[src/rtl/mem_bus_arbiter.sv]
// mem_bus_arbiter
//   Round-robin arbiter that lets two native valid/ready memory masters
//   (m0 = CPU, m1 = DMA/LCD-fill engine) share one slave-side port.
//   A grant is held for the whole transaction. A watchdog ends any transfer
//   the slave never acknowledges: the master gets a ready pulse carrying
//   ERR_DATA, and the error is recorded in err/err_addr.
//
// Ports
//   clk, reset                 system clock, async active-high reset
//   mN_valid/addr/wdata/wstrb  master N request (wstrb == 0 means read)
//   mN_ready/rdata             master N completion pulse and read data
//   s_valid/addr/wdata/wstrb   slave-side request
//   s_ready/rdata              slave-side completion and read data
//   err, err_addr, err_clr     sticky timeout flag, first timeout address, clear
//
// States
//   IDLE   | no grant; arbitrate between the pending requests
//   GRANT0 | m0 owns the slave port until ready, timeout or a dropped valid
//   GRANT1 | m1 owns the slave port until ready, timeout or a dropped valid

module mem_bus_arbiter #(
  parameter int unsigned TIMEOUT  = 255,
  parameter logic [31:0] ERR_DATA = 32'hDEAD_BEEF
) (
  input  logic        clk,
  input  logic        reset,

  input  logic        m0_valid,
  input  logic [31:0] m0_addr,
  input  logic [31:0] m0_wdata,
  input  logic [3:0]  m0_wstrb,
  output logic        m0_ready,
  output logic [31:0] m0_rdata,

  input  logic        m1_valid,
  input  logic [31:0] m1_addr,
  input  logic [31:0] m1_wdata,
  input  logic [3:0]  m1_wstrb,
  output logic        m1_ready,
  output logic [31:0] m1_rdata,

  output logic        s_valid,
  output logic [31:0] s_addr,
  output logic [31:0] s_wdata,
  output logic [3:0]  s_wstrb,
  input  logic        s_ready,
  input  logic [31:0] s_rdata,

  output logic        err,
  output logic [31:0] err_addr,
  input  logic        err_clr
);

  typedef enum logic [1:0] {
    IDLE   = 2'd0,
    GRANT0 = 2'd1,
    GRANT1 = 2'd2
  } state_t;

  localparam logic [15:0] TIMER_LAST = 16'(TIMEOUT - 1);

  state_t      state_q, state_d;
  logic        last_q, last_d;       // master that completed most recently
  logic [15:0] timer_q, timer_d;
  logic        err_q, err_d;
  logic [31:0] err_addr_q, err_addr_d;

  logic        granted;
  logic        sel;                  // 1 when m1 owns the port
  logic        gnt_valid;
  logic [31:0] gnt_addr;
  logic [31:0] gnt_wdata;
  logic [3:0]  gnt_wstrb;
  logic        timer_hit;            // watchdog expires this cycle

  // Owner mux. Ready and timeout do not look at the master's valid, so
  // there is no combinational path from mN_valid to mN_ready.
  always_comb begin
    granted   = (state_q == GRANT0) || (state_q == GRANT1);
    sel       = (state_q == GRANT1);
    gnt_valid = granted && (sel ? m1_valid : m0_valid);
    gnt_addr  = sel ? m1_addr  : m0_addr;
    gnt_wdata = sel ? m1_wdata : m0_wdata;
    gnt_wstrb = sel ? m1_wstrb : m0_wstrb;
    timer_hit = granted && !s_ready && (timer_q == TIMER_LAST);
  end

  // State register
  always_ff @(posedge clk or posedge reset) begin
    if (reset) begin
      state_q    <= IDLE;
      last_q     <= 1'b1;
      timer_q    <= 16'd0;
      err_q      <= 1'b0;
      err_addr_q <= 32'd0;
    end else begin
      state_q    <= state_d;
      last_q     <= last_d;
      timer_q    <= timer_d;
      err_q      <= err_d;
      err_addr_q <= err_addr_d;
    end
  end

  // Next state
  always_comb begin
    state_d    = state_q;
    last_d     = last_q;
    timer_d    = timer_q;
    err_d      = err_q;
    err_addr_d = err_addr_q;

    // A timeout below overrides a clear in the same cycle.
    if (err_clr) err_d = 1'b0;

    unique case (state_q)
      IDLE: begin
        timer_d = 16'd0;
        if (m0_valid && m1_valid) state_d = last_q ? GRANT0 : GRANT1;
        else if (m0_valid)        state_d = GRANT0;
        else if (m1_valid)        state_d = GRANT1;
      end
      GRANT0, GRANT1: begin
        if (s_ready) begin
          state_d = IDLE;
          last_d  = sel;
          timer_d = 16'd0;
        end else if (timer_hit) begin
          state_d = IDLE;
          last_d  = sel;
          timer_d = 16'd0;
          err_d   = 1'b1;
          if (!err_q) err_addr_d = gnt_addr;
        end else if (!gnt_valid) begin
          // Master abandoned its request: no pulse, fairness untouched.
          state_d = IDLE;
          timer_d = 16'd0;
        end else if (timer_q != 16'hFFFF) begin
          timer_d = timer_q + 16'd1;
        end
      end
      default: begin
        state_d = IDLE;
        timer_d = 16'd0;
      end
    endcase
  end

  // Outputs
  always_comb begin
    s_valid  = 1'b0;
    s_addr   = 32'd0;
    s_wdata  = 32'd0;
    s_wstrb  = 4'd0;
    m0_ready = 1'b0;
    m0_rdata = 32'd0;
    m1_ready = 1'b0;
    m1_rdata = 32'd0;

    if (granted) begin
      // The slave request is withdrawn on the timeout cycle so a late
      // ready cannot be mistaken for this transfer's completion.
      s_valid = gnt_valid && !timer_hit;
      s_addr  = gnt_addr;
      s_wdata = gnt_wdata;
      s_wstrb = gnt_wstrb;
      if (sel) begin
        m1_ready = s_ready || timer_hit;
        m1_rdata = timer_hit ? ERR_DATA : s_rdata;
      end else begin
        m0_ready = s_ready || timer_hit;
        m0_rdata = timer_hit ? ERR_DATA : s_rdata;
      end
    end
  end

  assign err      = err_q;
  assign err_addr = err_addr_q;

endmodule

[config.mk]
export PLATFORM = sky130hd
export DESIGN_NAME = mem_bus_arbiter
export DESIGN_NICKNAME = d
export VERILOG_FILES = /design/src/rtl/mem_bus_arbiter.sv
export SDC_FILE = /design/constraint.sdc
export NUM_CORES = 1
export LEC_CHECK = 0
export BUFFER_PORTS_ARGS = -buffer_cell sky130_fd_sc_hd__buf_4
export CAP_MARGIN = 0
export CORE_AREA = 2 2 131 133
export CTS_BUF_LIST = sky130_fd_sc_hd__clkbuf_16
export CTS_CLUSTER_SIZE = 8
export DETAILED_ROUTE_END_ITERATION = 12
export DIE_AREA = 0 0 133 135
export GPL_TIMING_DRIVEN = 0
export SLEW_MARGIN = 15
export SYNTH_ARGS = -nofsm -noshare
export SYNTH_HDL_FRONTEND = slang
export SYNTH_SLANG_ARGS = --single-unit
[constraint.sdc]
create_clock -name clk -period 2.3 [get_ports clk]
set_input_delay 0.46 -clock clk [delete_from_list [all_inputs] [get_ports clk]]
set_output_delay 0.46 -clock clk [all_outputs]
set_load 0.1 [all_outputs]
==> results_dict.tcl, run 1 <==
set metrics [dict create \
    syn_area_um2 4130 \
    rsz0062_at_grt "true" \
    violations "negative setup slack" \
    nets 1047 \
    final.min_clock_period_ns 2.73 \
    yosysMostFrequentCell "mux2i_1" \
    critPathArrivalTime_ns 2.27 \
    wirelength_um 24200 \
    die_h_um 135 \
    hold_class "in -> async" \
    synth.ff_latch_count 52 \
    synth_ff_type "dfrtp_1" \
    start_util 0.252 \
    ys_warn_count 0 \
    cts_buffer_depth 2 \
    cp.required_ns 1.84 \
    grt-busiest-layer "met2" \
    fillers 1070 \
    finalInstanceArea_um2 11300 \
    place_hpwl_um 14700 \
    grt_usage 0.248 \
    yosys.cell_types.count 46 \
    worst_pin_slew_ns 0.463 \
    met2_usage 0.488 \
    root_buffer "clkbuf_16" \
    yosysTopAreaCell "dfrtp_1" \
    cts_tree "yes" \
    yosys-top-cells-area "dfrtp_1 31%, mux2i_1 14%, mux2_2 11%" \
    io_pins 342 \
    h-tree-depth 2 \
    via_per_inst 4.99 \
    area_growth_pct 174 \
    postLayoutCoreUtil 0.690 \
    synth_nets 633 \
    ant_nets 0 \
    overflow 0 \
    path_class "reg -> out" \
    die_area_um2 18000 \
    yosysTopAreaCellShare 0.309 \
    hold_violations 0 \
    drt_first_iter_violations 229 \
    grt_pass1_wl_um 34800 \
    met3_usage 0.0541 \
    synth_top_cells_by_count "57 x mux2i_1, 55 x nor2_1, 51 x dfrtp_1" \
    r2r_cells 8 \
    grt_max_degree 36 \
    outcome "finished, violations left" \
    r2r_start "state_q[0]" \
    placed_cell_area_um2 7750 \
    setup_viol 135 \
    multi_input_area_um2 3930 \
    vias 5442 \
    instances_no_fill 1090 \
    cp-end-kind "output port" \
    grt_pass1_vias 5865 \
    fin_ws_ns -0.430 \
    synth.yosys.seq_area_share 0.315 \
    worstPathMaxFanout 6 \
    finalCritPeriodShare 1.19 \
    routedWlPerCell_um 22.2 \
    drive_gt1_frac 0.801 \
    reg2reg_slack_ns 0.10 \
    antenna_found_initial 0 \
    place_congestion 0.870 \
    firstDrtPassIters 4 \
    cts_hold_buf 0 \
    avgSynthCellArea_um2 9.09 \
    reg2reg_to "err_addr[26]" \
    syn_inst 455 \
    register_area_um2 1300 \
    clk_latency_ns 0.29 \
    drv_slew 0 \
    synth_edf_count 0 \
    skew_ns 0.00377 \
    drcViolationCount 0 \
    async_reset_ff_frac 1.00 \
    core_area_um2 16400 \
    row_count 47 \
    cts.reportedPaths.clkPinSlew_ns 0.07 \
    gr-usage-met1 0.255 \
    slew_headroom 0.689 \
    clock-sinks 52 \
    diodes 0 \
    cap_violations 0 \
    start_kind "flip-flop" \
    cts_inserted_buffers 5 \
    fmax_mhz 366 \
    die_w_um 133 \
    portBuffers 341 \
    dpl.cell_count 1017 \
]
-- cell usage in the layout, fill, tap and decap left out, types with 5 or more instances in the layout --
cell type | netlist | layout
o21ai_0 | 7 | 6
nor2_1 | 55 | 7
buf_6 | 0 | 13
and3_4 | 0 | 16
mux2i_4 | 0 | 23
nor2_4 | 0 | 48
nand2_1 | 9 | 9
nor3_1 | 8 | 5
nand3_1 | 9 | 8
mux2_4 | 0 | 6
buf_4 | 4 | 247
dfrtp_1 | 51 | 51
o21a_4 | 0 | 48
or3_1 | 5 | 5
and2_4 | 0 | 25
inv_1 | 19 | 16
mux2_2 | 42 | 36
buf_16 | 0 | 8
buf_12 | 0 | 150
clkbuf_16 | 0 | 10
a21oi_1 | 11 | 11
nor2b_1 | 6 | 6
mux2i_2 | 0 | 24
mux2i_1 | 57 | 10
buf_8 | 0 | 10
-- registers in the layout, indices dropped and copies added (netlist names) --
signal / flops
err_addr: 32
timer_q: 16
state_q: 2
err: 1
last_q: 1
-- cells by family after synthesis --
| logic type | Yosys count | synth area share |
|---|---|---|
| muxes | 101 | 0.258 |
| and+or+nand+nor | 157 | 0.211 |
| xor gates and xnor gates | 2 | 0.00424 |
| adders and majority gates | 4 | 0.0121 |
| buffers and inverters | 56 | 0.0587 |
| AOI/OAI and AO/OA | 83 | 0.141 |
| DFF | 52 | 0.315 |
-- how the worst max path moves through the flow --
stage / start / end / slack (ns) / depth (start not counted)
6_report: state_q[0] / m0_rdata[14] / -0.43 / 9
5_1_grt: state_q[0] / m0_rdata[14] / -0.50 / 9
4_1_cts: state_q[0] / m0_rdata[14] / -0.42 / 9
3_5_place_dp: state_q[1] / m0_rdata[20] / -0.46 / 7
3_3_place_gp: state_q[0] / m1_rdata[3] / -0.37 / 8
2_1_floorplan: state_q[0] / s_valid / -0.15 / 8
-- per-stage QoR --
stage                     hold WS (ns)  TNS (ns)  setup slack, ns
after CTS                        0.164    -38.60           -0.416
after global routing             0.184    -49.97           -0.497
final                            0.158    -42.44           -0.430
after floorplan                  0.483     -4.25           -0.149
after global placement           0.476    -37.41           -0.370
after detailed placement         0.479    -35.46           -0.464
-- worst max-delay path, cell delays in order, from the launching register on --
cell and delay [ns]:
dfrtp_1 0.39, inv_2 0.07, ha_4 0.26, nor4b_4 0.22, nand4_4 0.15, or2_4 0.27, buf_6 0.13, clkbuf_16 0.14
and3_4 0.16, buf_12 0.16
-- layer usage --
metal,wire [µm],share of wire
met5,0,0
met4,1030,0.043
met3,1350,0.056
met2,13500,0.56
met1,8330,0.34
-- final cells by class --
class                   count  share of cell area
flip-flops and latches     52               0.115
multi-input cells         347               0.347
well taps                 220              0.0243
plain buffers              34              0.0395
clock inverters             3             0.00343
repair buffers            410               0.453
clock buffers               5              0.0111
inverters                  19             0.00663
-- repair_timing --
item                                    CTS  global route
pin swaps                                43            17
gates cloned                             14             2
resized for setup                       593            52
endpoints found under the hold margin     0             0
endpoints found under the setup margin  165           176
buffers inserted                         43            18
Power of run 1 is not shown: default switching activity piles up to over one toggle a cycle in this logic, so the estimate is an artifact.
==> run 2, diff against run 1 <==
--- a/config.mk
+++ b/config.mk
@@ -5,15 +5,20 @@
 export SDC_FILE = /design/constraint.sdc
 export NUM_CORES = 1
 export LEC_CHECK = 0
+export ABC_AREA = 1
 export BUFFER_PORTS_ARGS = -buffer_cell sky130_fd_sc_hd__buf_4
 export CAP_MARGIN = 0
-export CORE_AREA = 2 2 131 133
+export CELL_PAD_IN_SITES_DETAIL_PLACEMENT = 0
+export CELL_PAD_IN_SITES_GLOBAL_PLACEMENT = 1
+export CORE_MARGIN = 2
+export CORE_UTILIZATION = 22
 export CTS_BUF_LIST = sky130_fd_sc_hd__clkbuf_16
 export CTS_CLUSTER_SIZE = 8
 export DETAILED_ROUTE_END_ITERATION = 12
-export DIE_AREA = 0 0 133 135
 export GPL_TIMING_DRIVEN = 0
+export PLACE_DENSITY_LB_ADDON = 0.1
 export SLEW_MARGIN = 15
 export SYNTH_ARGS = -nofsm -noshare
 export SYNTH_HDL_FRONTEND = slang
 export SYNTH_SLANG_ARGS = --single-unit
+export TNS_END_PERCENT = 5
==> results_dict.tcl, run 2 <==
set metrics [dict create \
    grt_pass1_vias 5670 \
    die_h_um 142 \
    avgSynthCellArea_um2 5.98 \
    cts.reportedPaths.clkPinSlew_ns 0.07 \
    diodes 0 \
    layout_common_cells "220 x nand2_1, 219 x buf_4, 109 x buf_12" \
    root_buffer "clkbuf_16" \
    clock-sinks 52 \
    cap_violations 0 \
    cp.required_ns 1.84 \
    yosysTopAreaCellShare 0.304 \
    synth_nets 879 \
    via_per_inst 4.37 \
    fmax_mhz 395 \
    synth_ff_type "dfrtp_1" \
    register_area_um2 1300 \
    yosysMostFrequentCell "nand2_1" \
    grt_max_degree 53 \
    synth_edf_count 0 \
    start_kind "flip-flop" \
    placed_cell_area_um2 7460 \
    area_growth_pct 129 \
    firstDrtPassIters 4 \
    cts_tree "yes" \
    finalCritPeriodShare 1.10 \
    nets 1238 \
    vias 5656 \
    cp-end-kind "output port" \
    path_class "reg -> out" \
    dpl.cell_count 1276 \
    hold_class "in -> async" \
    fin_ws_ns -0.233 \
    violations "negative setup slack" \
    layout_commonest_cell "nand2_1" \
    cts_hold_buf 0 \
    place_hpwl_um 15700 \
    final.min_clock_period_ns 2.53 \
    clk_latency_ns 0.30 \
    overflow 0 \
    synth_top_cells_by_count "229 x nand2_1, 132 x nor2_1, 112 x inv_1" \
    slew_headroom 0.552 \
    antenna_found_initial 0 \
    syn_area_um2 4190 \
    cts_buffer_depth 2 \
    cts_inserted_buffers 5 \
    grt_usage 0.194 \
    routedWlPerCell_um 15.8 \
    synth.ff_latch_count 52 \
    grt_pass1_wl_um 30800 \
    worst_pin_slew_ns 0.673 \
    ys_warn_count 0 \
    wirelength_um 20500 \
    finalInstanceArea_um2 9620 \
    drv_slew 0 \
    h-tree-depth 2 \
    ant_nets 0 \
    worstPathMaxFanout 10 \
    skew_ns 0.0107 \
    critPathArrivalTime_ns 2.07 \
    start_util 0.224 \
    drive_gt1_frac 0.519 \
    core_area_um2 18700 \
    synth.yosys.seq_area_share 0.311 \
    whs_ns 0.269 \
    rsz0062_at_grt "true" \
    instances_no_fill 1294 \
    syn_inst 701 \
    io_pins 342 \
    place_congestion 0.804 \
    outcome "finished, violations left" \
    drcViolationCount 0 \
    portBuffers 341 \
    die_area_um2 20200 \
    async_reset_ff_frac 1.00 \
    yosysTopAreaCell "dfrtp_1" \
    multi_input_area_um2 2870 \
    row_count 50 \
    setup_viol 130 \
    largest_reg_flops 32 \
    drt_first_iter_violations 200 \
    hold_violations 0 \
    fillers 1773 \
    yosys.cell_types.count 27 \
    yosys-top-cells-area "dfrtp_1 30%, nand2_1 21%, nor2_1 12%" \
    die_w_um 142 \
]
==> run 2: timing repair <==
| item | CTS | global route |
|---|---|---|
| setup endpoints to repair | 135 | 135 |
| buffers inserted | 8 | 2 |
| hold endpoints to repair | 0 | 0 |
| cloned | 1 | 1 |
| pin swaps | 20 | 9 |
| resized for setup | 412 | 60 |
==> run 2: cell type report <==
class,instances,share of cell area
clock inverters,2,0.00169
multi-input cells,495,0.298
repair buffers,353,0.437
clock buffers,5,0.0130
flip-flops and latches,52,0.136
well taps,234,0.0304
plain buffers,37,0.0376
inverters,116,0.0471
==> run 2: kinds of logic after synthesis <==
logic type | synth area share
adders and majority gates | 0.0119
buffers and inverters | 0.149
AOI/OAI and AO/OA | 0.122
xor gates and xnor gates | 0.00836
and+or+nand+nor | 0.398
DFF | 0.311
==> run 2: path summary, 6_finish.rpt <==
kind | slack [ns] | startpoint | endpoint | depth (start not counted)
hold / removal | 0.27 | reset | err_addr[16] | 2
setup reg to reg | 0.45 | timer_q[1] | timer_q[7] | 8
setup / recovery | -0.23 | timer_q[0] | m1_rdata[21] | 10
hold reg to reg | 0.47 | last_q | last_q | 2
min in group clk | 0.33 | err_clr | err | 2
max in group asynchronous | 1.56 | reset | timer_q[0] | 2
==> run 2: critical path, cell delays in order (launching register included) <==
cell and delay [ns]:
dfrtp_2 0.45, inv_1 0.09, ha_1 0.19, nand2_1 0.07, nor2_2 0.15, nand3_4 0.14
buf_6 0.18, nand2_1 0.06, inv_1 0.08, nor2_2 0.15, buf_12 0.19
==> run 2: per-layer routing <==
layer / up-vias / part of all wire / wire (µm) / GRT usage
li1: 2850 / - / - / -
met1: 2556 / 0.36 / 7360 / 0.208
met2: 232 / 0.54 / 11000 / 0.371
met3: 18 / 0.086 / 1750 / 0.0562
met4: 0 / 0.019 / 394 / 0.0468
met5: - / 0 / 0 / 0
==> run 2: through the flow <==
step,TNS [ns],util,setup slack (ns)
detailed placement,-23.68,0.399,-0.399
floorplan,-23.07,-,-0.261
global placement,-39.25,0.399,-0.406
CTS,-22.48,0.499,-0.249
finish,-16.75,0.514,-0.233
global route,-31.59,0.514,-0.354
Power of run 2 is left out for the same reason.
==> run 3, diff against run 2 <==
--- a/config.mk
+++ b/config.mk
@@ -10,8 +10,9 @@
 export CAP_MARGIN = 0
 export CELL_PAD_IN_SITES_DETAIL_PLACEMENT = 0
 export CELL_PAD_IN_SITES_GLOBAL_PLACEMENT = 1
+export CORE_ASPECT_RATIO = 1.1
 export CORE_MARGIN = 2
-export CORE_UTILIZATION = 22
+export CORE_UTILIZATION = 24
 export CTS_BUF_LIST = sky130_fd_sc_hd__clkbuf_16
 export CTS_CLUSTER_SIZE = 8
 export DETAILED_ROUTE_END_ITERATION = 12
==> constraint.sdc (replaced) <==
create_clock -name clk -period 2.8 [get_ports clk]
set_input_delay 0.56 -clock clk [delete_from_list [all_inputs] [get_ports clk]]
set_output_delay 0.56 -clock clk [all_outputs]
set_load 0.1 [all_outputs]
==> results_dict.tcl, run 3 (same netlist as run 2, synthesis figures left out) <==
set metrics [dict create \
    largest_reg_flops 32 \
    clk_latency_ns 0.30 \
    cts.reportedPaths.clkPinSlew_ns 0.07 \
    cts_tree "yes" \
    fillers 1809 \
    io_pins 342 \
    reg2reg_slack_ns 0.89 \
    rsz0062_at_grt "true" \
    skew_ns 0.0104 \
    drv_slew 0 \
    outcome "completed" \
    grt_pass1_vias 5356 \
    place_hpwl_um 14900 \
    hold_violations 0 \
    routedWlPerCell_um 14.2 \
    drcViolationCount 0 \
    cp.required_ns 2.24 \
    place_congestion 0.782 \
    setup_viol 0 \
    core_area_um2 17100 \
    multi_input_area_um2 2330 \
    drt_first_iter_violations 192 \
    portBuffers 341 \
    vias 5493 \
    start_kind "flip-flop" \
    die_w_um 130 \
    firstDrtPassIters 4 \
    cp-end-kind "output port" \
    postLayoutCoreUtil 0.463 \
    ant_nets 0 \
    crit_start "state_q[0]" \
    area_growth_pct 88.8 \
    diodes 0 \
    drive_gt1_frac 0.393 \
    wirelength_um 18300 \
    layout_commonest_cell "buf_4" \
    via_per_inst 4.26 \
    overflow 0 \
    path_class "reg -> out" \
    grt_pass1_wl_um 27100 \
    nets 1233 \
    cts_buffer_depth 2 \
    r2r_start "state_q[0]" \
    cap_violations 0 \
    clock-sinks 52 \
    hold_class "in -> async" \
    critPathArrivalTime_ns 2.16 \
    root_buffer "clkbuf_16" \
    grt_usage 0.185 \
    worst_pin_slew_ns 0.646 \
    worstPathMaxFanout 10 \
    die_h_um 143 \
    slew_headroom 0.569 \
    start_util 0.245 \
    antenna_found_initial 0 \
    reg2reg_to "timer_q[2]" \
    grt_max_degree 29 \
    layout_common_cells "270 x buf_4, 229 x nand2_1, 122 x nor2_1" \
    fmax_mhz 368 \
    r2r_cells 10 \
    final.min_clock_period_ns 2.72 \
    row_count 50 \
    tns_ns 0 \
    h-tree-depth 2 \
    die_area_um2 18500 \
    register_area_um2 1300 \
    cts_inserted_buffers 5 \
    finalCritPeriodShare 0.972 \
]
[run 3: cell types whose count changed in the layout (fill, tap and decap cells not counted), sizes merged]
cell,change
bufinv,+3
buf,-6
clkinvlp,-2
clkbuf,+1
[run 3: layout make-up]
type	instances	area share
timing repair buffer	347	0.391
sequential	52	0.165
clock buffer	5	0.0158
buffer	38	0.0302
inverter	116	0.0558
clock inverter	3	0.0114
tap	234	0.0370
multi-input combinational	495	0.294
[run 3: through the flow]
stage / instances / hold WS [ns] / setup slack [ns] / instance area (µm²)
finish: 1290 / 0.360 / 0.0797 / 7920
global route: 1290 / 0.423 / -0.0787 / 7920
CTS: 1286 / 0.389 / -0.0404 / 7570
detailed placement: 1277 / 0.465 / 0.105 / 7060
global placement: 1276 / 0.458 / 0.115 / 7040
floorplan: 701 / 0.440 / -0.379 / 4190
[run 3: timing repair]
| item | CTS | global route |
|---|---|---|
| endpoints found under the setup margin | 92 | 123 |
| setup buffers | 1 | 3 |
| gates resized for setup | 80 | 91 |
| pin swaps | 1 | 1 |
| hold buffers | 0 | 0 |
| gates cloned | 0 | 1 |
[run 3: routing by layer]
layer  vias up  GRT usage  share of wire  wire (µm)
met5         -          0              0          0
met4         0     0.0498          0.020        364
met3        24     0.0586          0.090       1660
met2       214      0.342           0.52       9480
met1      2416      0.202           0.37       6810
li1       2839          -              -          -
[run 3: worst max-delay path by stage]
stage                         to  cells past startpoint  slack (ns)
finish                s_addr[18]                      9        0.08
global route          s_addr[10]                      9       -0.08
CTS                 m1_rdata[19]                     10       -0.04
detailed placement  m0_rdata[10]                      9        0.11
global placement    m0_rdata[10]                      9        0.12
floorplan           m0_rdata[10]                      8       -0.38
[run 3: worst max-delay path, cell delays in order (launching register included)]
cell      delay, ns
dfrtp_1        0.38
inv_1          0.12
ha_1           0.15
clkbuf_4       0.21
clkbuf_1       0.34
nand2_1        0.09
nand2_1        0.08
inv_1          0.05
nor2_1         0.14
buf_4          0.32
Power of run 3 is left out for the same reason.
